## src/rtl/emissor_caminho.sv

```systemverilog
// emissor_caminho
// Buffers path nodes, which arrive destination first, in a LIFO and
// re-emits them source first on a valid/ready stream. The last word of
// the path carries an end marker. The block also reports the stored
// length, a busy flag and a sticky overflow flag.
module emissor_caminho #(
  parameter int ADDR_WIDTH  = 8,
  parameter int MAX_CAMINHO = 64,
  parameter int CNT_WIDTH   = $clog2(MAX_CAMINHO + 1)
) (
  input  logic                  clk,
  input  logic                  rst_n,
  input  logic                  no_valid_in,
  input  logic [ADDR_WIDTH-1:0] no_addr_in,
  input  logic                  no_ultimo_in,
  input  logic                  saida_ready_in,
  output logic                  saida_valid_out,
  output logic [ADDR_WIDTH-1:0] saida_addr_out,
  output logic                  saida_ultimo_out,
  output logic [CNT_WIDTH-1:0]  tamanho_out,
  output logic                  ocupado_out,
  output logic                  overflow_out
);

  localparam int IDX_WIDTH = (MAX_CAMINHO > 1) ? $clog2(MAX_CAMINHO) : 1;
  localparam logic [CNT_WIDTH-1:0] CNT_MAX = CNT_WIDTH'(MAX_CAMINHO);
  localparam logic [CNT_WIDTH-1:0] CNT_UM  = CNT_WIDTH'(1);

  typedef enum logic [1:0] {
    OCIOSO  = 2'd0,
    CARGA   = 2'd1,
    EMISSAO = 2'd2
  } estado_t;

  estado_t estado;
  estado_t prox_estado;

  logic [ADDR_WIDTH-1:0] mem [MAX_CAMINHO];
  logic [CNT_WIDTH-1:0]  cnt;
  logic                  overflow_q;

  logic                  push;
  logic                  cheio;
  logic                  grava;
  logic                  inicio;
  logic                  fim_carga;
  logic                  overflow_caminho;
  logic                  descarta;
  logic                  pop;
  logic                  ultimo_pop;
  logic [IDX_WIDTH-1:0]  wr_idx;
  logic [IDX_WIDTH-1:0]  rd_idx;

  // Nodes are only taken while not emitting; upstream is expected to gate on
  // ocupado_out, so anything offered during emission is simply ignored.
  assign push      = no_valid_in && (estado != EMISSAO);
  assign cheio     = (cnt == CNT_MAX);
  assign grava     = push && !cheio;
  assign inicio    = push && (estado == OCIOSO);
  assign fim_carga = push && no_ultimo_in;

  // A push from OCIOSO starts a fresh path, so any stale sticky flag from a
  // previously discarded path does not count against it. A drop on the very
  // push that carries the end marker still counts.
  assign overflow_caminho = cheio || (overflow_q && !inicio);
  assign descarta         = fim_carga && overflow_caminho;

  assign pop        = (estado == EMISSAO) && saida_ready_in;
  assign ultimo_pop = pop && (cnt == CNT_UM);

  assign wr_idx = IDX_WIDTH'(cnt);
  assign rd_idx = IDX_WIDTH'(cnt - CNT_UM);

  // State register; reset drops any path being loaded or emitted.
  always_ff @(posedge clk or posedge rst_n) begin
    if (rst_n) begin
      estado <= OCIOSO;
    end else begin
      estado <= prox_estado;
    end
  end

  // Next-state decision: load until the source node arrives, then emit
  // unless the path overflowed, and go idle after the final handshake.
  always_comb begin
    prox_estado = estado;
    case (estado)
      OCIOSO: begin
        if (push) begin
          if (no_ultimo_in) begin
            prox_estado = descarta ? OCIOSO : EMISSAO;
          end else begin
            prox_estado = CARGA;
          end
        end
      end
      CARGA: begin
        if (fim_carga) begin
          prox_estado = descarta ? OCIOSO : EMISSAO;
        end
      end
      EMISSAO: begin
        if (ultimo_pop) begin
          prox_estado = OCIOSO;
        end
      end
      default: begin
        prox_estado = OCIOSO;
      end
    endcase
  end

  // Output decode: the stream is only driven while emitting, and the top of
  // the LIFO is presented directly so it holds steady under backpressure.
  always_comb begin
    saida_valid_out  = 1'b0;
    saida_addr_out   = '0;
    saida_ultimo_out = 1'b0;
    if (estado == EMISSAO) begin
      saida_valid_out  = 1'b1;
      saida_addr_out   = mem[rd_idx];
      saida_ultimo_out = (cnt == CNT_UM);
    end
  end

  // Occupancy counter: grows on accepted pushes, shrinks on handshakes and
  // is cleared outright when an overflowed path is abandoned.
  always_ff @(posedge clk or posedge rst_n) begin
    if (rst_n) begin
      cnt <= '0;
    end else if (descarta) begin
      cnt <= '0;
    end else if (grava) begin
      cnt <= cnt + CNT_UM;
    end else if (pop) begin
      cnt <= cnt - CNT_UM;
    end
  end

  // Sticky overflow: set by a dropped node and cleared only when the next
  // path starts, so the top level can still see why nothing was emitted.
  always_ff @(posedge clk or posedge rst_n) begin
    if (rst_n) begin
      overflow_q <= 1'b0;
    end else if (push) begin
      if (cheio) begin
        overflow_q <= 1'b1;
      end else if (inicio) begin
        overflow_q <= 1'b0;
      end
    end
  end

  // LIFO storage; contents need no reset because cnt marks what is valid.
  always_ff @(posedge clk) begin
    if (grava) begin
      mem[wr_idx] <= no_addr_in;
    end
  end

  assign tamanho_out  = cnt;
  assign ocupado_out  = (estado != OCIOSO);
  assign overflow_out = overflow_q;

endmodule

```

## config.mk

```make
export PLATFORM = sky130hd
export DESIGN_NAME = emissor_caminho
export DESIGN_NICKNAME = d
export VERILOG_FILES = /design/src/rtl/emissor_caminho.sv
export SDC_FILE = /design/constraint.sdc
export NUM_CORES = 1
export LEC_CHECK = 0
export BUFFER_PORTS_ARGS = -buffer_cell sky130_fd_sc_hd__buf_2
export CAP_MARGIN = 30
export CORE_ASPECT_RATIO = 0.9
export CORE_UTILIZATION = 56
export CTS_CLUSTER_SIZE = 16
export DETAILED_ROUTE_END_ITERATION = 8
export PLACE_DENSITY = 0.75
export SYNTH_ARGS = -nofsm -noshare
export SYNTH_HDL_FRONTEND = slang
export SYNTH_SLANG_ARGS = --single-unit
export TNS_END_PERCENT = 1
```

## constraint.sdc

```tcl
create_clock -name clk -period 3.3 [get_ports clk]
set_clock_uncertainty 0.05 [all_clocks]
set_input_delay 0.66 -clock clk [delete_from_list [all_inputs] [get_ports clk]]
set_output_delay 0.66 -clock clk [all_outputs]
set_load 0.005 [all_outputs]
```

==> summary.txt <==
====================================================================================================
Run status                                                                              finished, violations left
Failing checks                                                                          negative setup slack
Routed wire length per instance                                                         28.7 microns
NumNets Final                                                                                   1187
Library cell used as clock root buffer                                                     clkbuf_16
Area of the core region                                                                  36500 sq um
Library cell occupying the most area in the post-synthesis netlist                          edfxtp_1
Hpwl dp                                                                                 29700 microns
Routed length on met3                                                                   5130 microns
Largest net degree at the start of global routing                                                 41
Routed wire length                                                                      48400 microns
Routed length on met2                                                                   22700 microns
Overall power                                                                                24.1 mW
Vias in the first global route                                                                 11100
Average cell area after synthesis                                                         20.8 sq um
Number of levels in the clock H-tree                                                               2
Worst hold slack                                                                           0.0315 ns
Path category of the worst min-delay check                                              primary input to async pin
Area enclosed by the die boundary                                                        38100 sq um
Overall fraction of global-route tracks in use                                                 0.261
Area of the multi-input gates                                                             5200 sq um
Standard-cell rows                                                                                66
Most frequent cell after synthesis                                                          edfxtp_1
I/O pin count                                                                                     32
Flop pwr share                                                                                 0.318
Top cells by instance count after synthesis                                             512 x edfxtp_1, 123 x mux4_2, 78 x nor2_1
Element type at the critical path end                                                    output port
Number of buffers inserted during clock tree synthesis                                            50
Maximum fanout along the worst path                                                               14
Area delta synth->final                                                                        17.5%
Number of flops mapped to enable cells by yosys                                                  512
Number of iterations in the first detailed-routing pass                                            5
Number of cells produced by synthesis                                                           1006
Topmost layer with routed signal wires                                                          met4
Combined flip-flop and latch cell area                                                   15600 sq um
Via Count                                                                                      10900
Internal portion of total power                                                              16.0 mW
Hold Fails Final Rpt                                                                               0
Final ANT Viol Nets                                                                                0
Primary flip-flop cell chosen by synthesis mapping                                          edfxtp_1
Number of failing setup endpoints in the final timing report                                       8
Post-layout utilization of the core                                                            0.674
Switching share of total power                                                                 0.338
Number of flip-flops and latches in the synthesized netlist                                      522
Post-route fraction of the period consumed by the critical path                                 1.16
Post-synth top area share                                                                      0.735
Buffer levels on the longest clock path                                                            3
Antenna violations before repair                                                                   1
Starting Density                                                                               0.573
Share of synthesized flip-flops with an asynchronous set or reset                             0.0192
Share of cells above drive strength 1                                                          0.346
Number of clock sinks seen by CTS                                                                522
Power per standard cell area                                                             980 nW/um^2
Residual DRC                                                                                       0
RD Place Congestion                                                                            0.929
Yosys warnings                                                                                     0
Wire length of the first global-routing pass                                            70700 microns
Capture point of the worst reg-to-reg path                                                 mem[6][6]
Reported max-cap violation count                                                                   0
Relative max-transition margin                                                                 0.286
Kind of launch point of the worst setup path                                               flip-flop
Clk network pwr share                                                                          0.224
Width of the die                                                                         206 microns
Unrepaired setup endpoints after global routing                                                 true
Net count after synthesis                                                                       1022
Worst reg2reg path startpoint                                                           tamanho_out[0]
Leading post-synthesis cells by cell area                                               edfxtp_1 73%, mux4_2 13%, mux2i_1 2.1%, nor2_1 1.4%, dfrtp_1 1.2%
GRT Residual Overflow                                                                              0
Post-synthesis instance area                                                             20900 sq um
Violation count after the first detailed-route iteration                                        1311
Post-route worst setup slack                                                               -0.542 ns
Number of filler instances in the final layout                                                  2271
Max Freq                                                                                     260 MHz
R2R Setup Slk                                                                                0.14 ns
DR vias/cell                                                                                    6.47
Sequential share of the synthesized area                                                       0.747
Number of max-slew violations in the final report                                                  0
Actual slew at the worst max-slew pin                                                        1.07 ns
Largest voltage drop on the vdd net                                                           754 uV
Hold-fix buffer count after cts                                                                    0
Type of the worst setup path                                                            flip-flop to output port
R2R cell count                                                                                     8
Part of the power in combinational logic                                                       0.458
Clock tree from TritonCTS                                                                        yes
Number of distinct standard cells referenced by the synthesized netlist                           58
Minimum clock period after layout                                                            3.84 ns
Clock-pin slew reported for the worst setup and hold paths after clock tree synthesis        0.06 ns
Arrival time at the worst endpoint                                                           3.13 ns
Y dimension of the die                                                                   185 microns
Clock network latency to the later pin of the worst-skew pair                                0.57 ns
Required time at the endpoint of the critical path                                           2.59 ns
Number of I/O port buffers                                                                        31
Net switching power                                                                          8.14 mW
Met1 Routed Length                                                                      19000 microns
Static power due to leakage                                                                  8.03 nW
====================================================================================================
## cell usage in the layout (no fill, tap or decap), drive strengths merged, types with 2 or more instances in the layout
cell type  count
o221ai         3
o21ai          6
o311ai         2
xor2           3
bufinv         2
a221o          2
clkinv        22
clkinvlp       3
buf          159
nand3         12
or3            4
or2            4
a211oi        26
nand2b         3
a31oi          4
a221oi         8
dfrtp         10
o32a           4
nor3           6
xnor2          5
edfxtp       512
clkbuf        64
nand2         24
inv           10
mux4         130
nor2          79
and3           3
o22ai          9
bufbuf         4
o211ai         2
ha             3
nor2b         14
o22a           3
a21oi          8
mux2i         44
## registers in the layout, summed over array words and instances, names as in the netlist
register	cells
estado	2
overflow_out	1
tamanho_out	7
mem	512
## worst max-delay path, stage by stage (launching register included)
cell and delay [ns]:
dfrtp_4 0.44, buf_6 0.17, buf_16 0.20, buf_16 0.17, mux4_2 0.51, nor2b_1 0.16, a211oi_2 0.34, a211oi_2 0.10
o22a_1 0.28, buf_2 0.15
## routing by layer
metal,track usage,up-vias
met5,0,-
li1,-,4527
met2,0.400,605
met1,0.370,5673
met4,0.0930,0
met3,0.0639,101
## what timing repair did
| action | 4_1_cts | 5_1_grt |
|---|---|---|
| setup endpoints to repair | 8 | 8 |
| gates cloned | 4 | 1 |
| pin swaps | 6 | 6 |
| buffers inserted | 18 | 1 |
| resized for setup | 50 | 26 |
## power by group through the flow
| stage | Clock (mW) | Combinational (mW) | Sequential, mW |
|---|---|---|---|
| global route | 5.72 | 11.5 | 7.68 |
| floorplan | 0 | 5.93 | 7.73 |
| detailed placement | 0 | 9.19 | 7.80 |
| global placement | 0 | 9.06 | 7.79 |
| finish | 5.41 | 11.0 | 7.66 |
| CTS | 5.46 | 10.5 | 7.65 |
## worst max-delay path by stage
stage | start | end | cells after the start
after floorplan | tamanho_out[0] | saida_addr_out[1] | 11
after global placement | tamanho_out[0] | saida_addr_out[2] | 8
after detailed placement | tamanho_out[0] | saida_addr_out[2] | 8
after CTS | tamanho_out[0] | saida_addr_out[2] | 9
after global routing | tamanho_out[0] | saida_addr_out[3] | 9
final | tamanho_out[0] | saida_addr_out[3] | 9
## stage by stage
stage	setup TNS, ns	area (sq um)	setup slack, ns	instances
CTS	-4.13	24400	-0.530	1683
global placement	-1.02	22400	-0.270	1572
finish	-4.01	24600	-0.542	1686
global route	-4.46	24600	-0.574	1685
floorplan	0	21000	0.0287	1006
detailed placement	-0.933	22400	-0.243	1573
## kinds of logic after synthesis
group	share of synthesized area
flip-flops	0.747
multiplexers	0.162
AND/OR/NAND/NOR	0.0344
AO/OA/AOI/OAI	0.0303
buffers and inverters	0.0182
XOR/XNOR	0.00640
adder cells (fa/ha/maj)	0.00179
## final cells by class
cell class / count / area share
Timing Repair Buffer: 164 / 0.0647
Sequential cell: 522 / 0.635
Multi-Input combinational cell: 423 / 0.211
Tap cell: 476 / 0.0242
Inverter: 10 / 0.00173
Antenna cell: 1 / 0.000102
Clock buffer: 63 / 0.0537
Clock inverter: 27 / 0.00870
(Power assumes the default switching activity.)
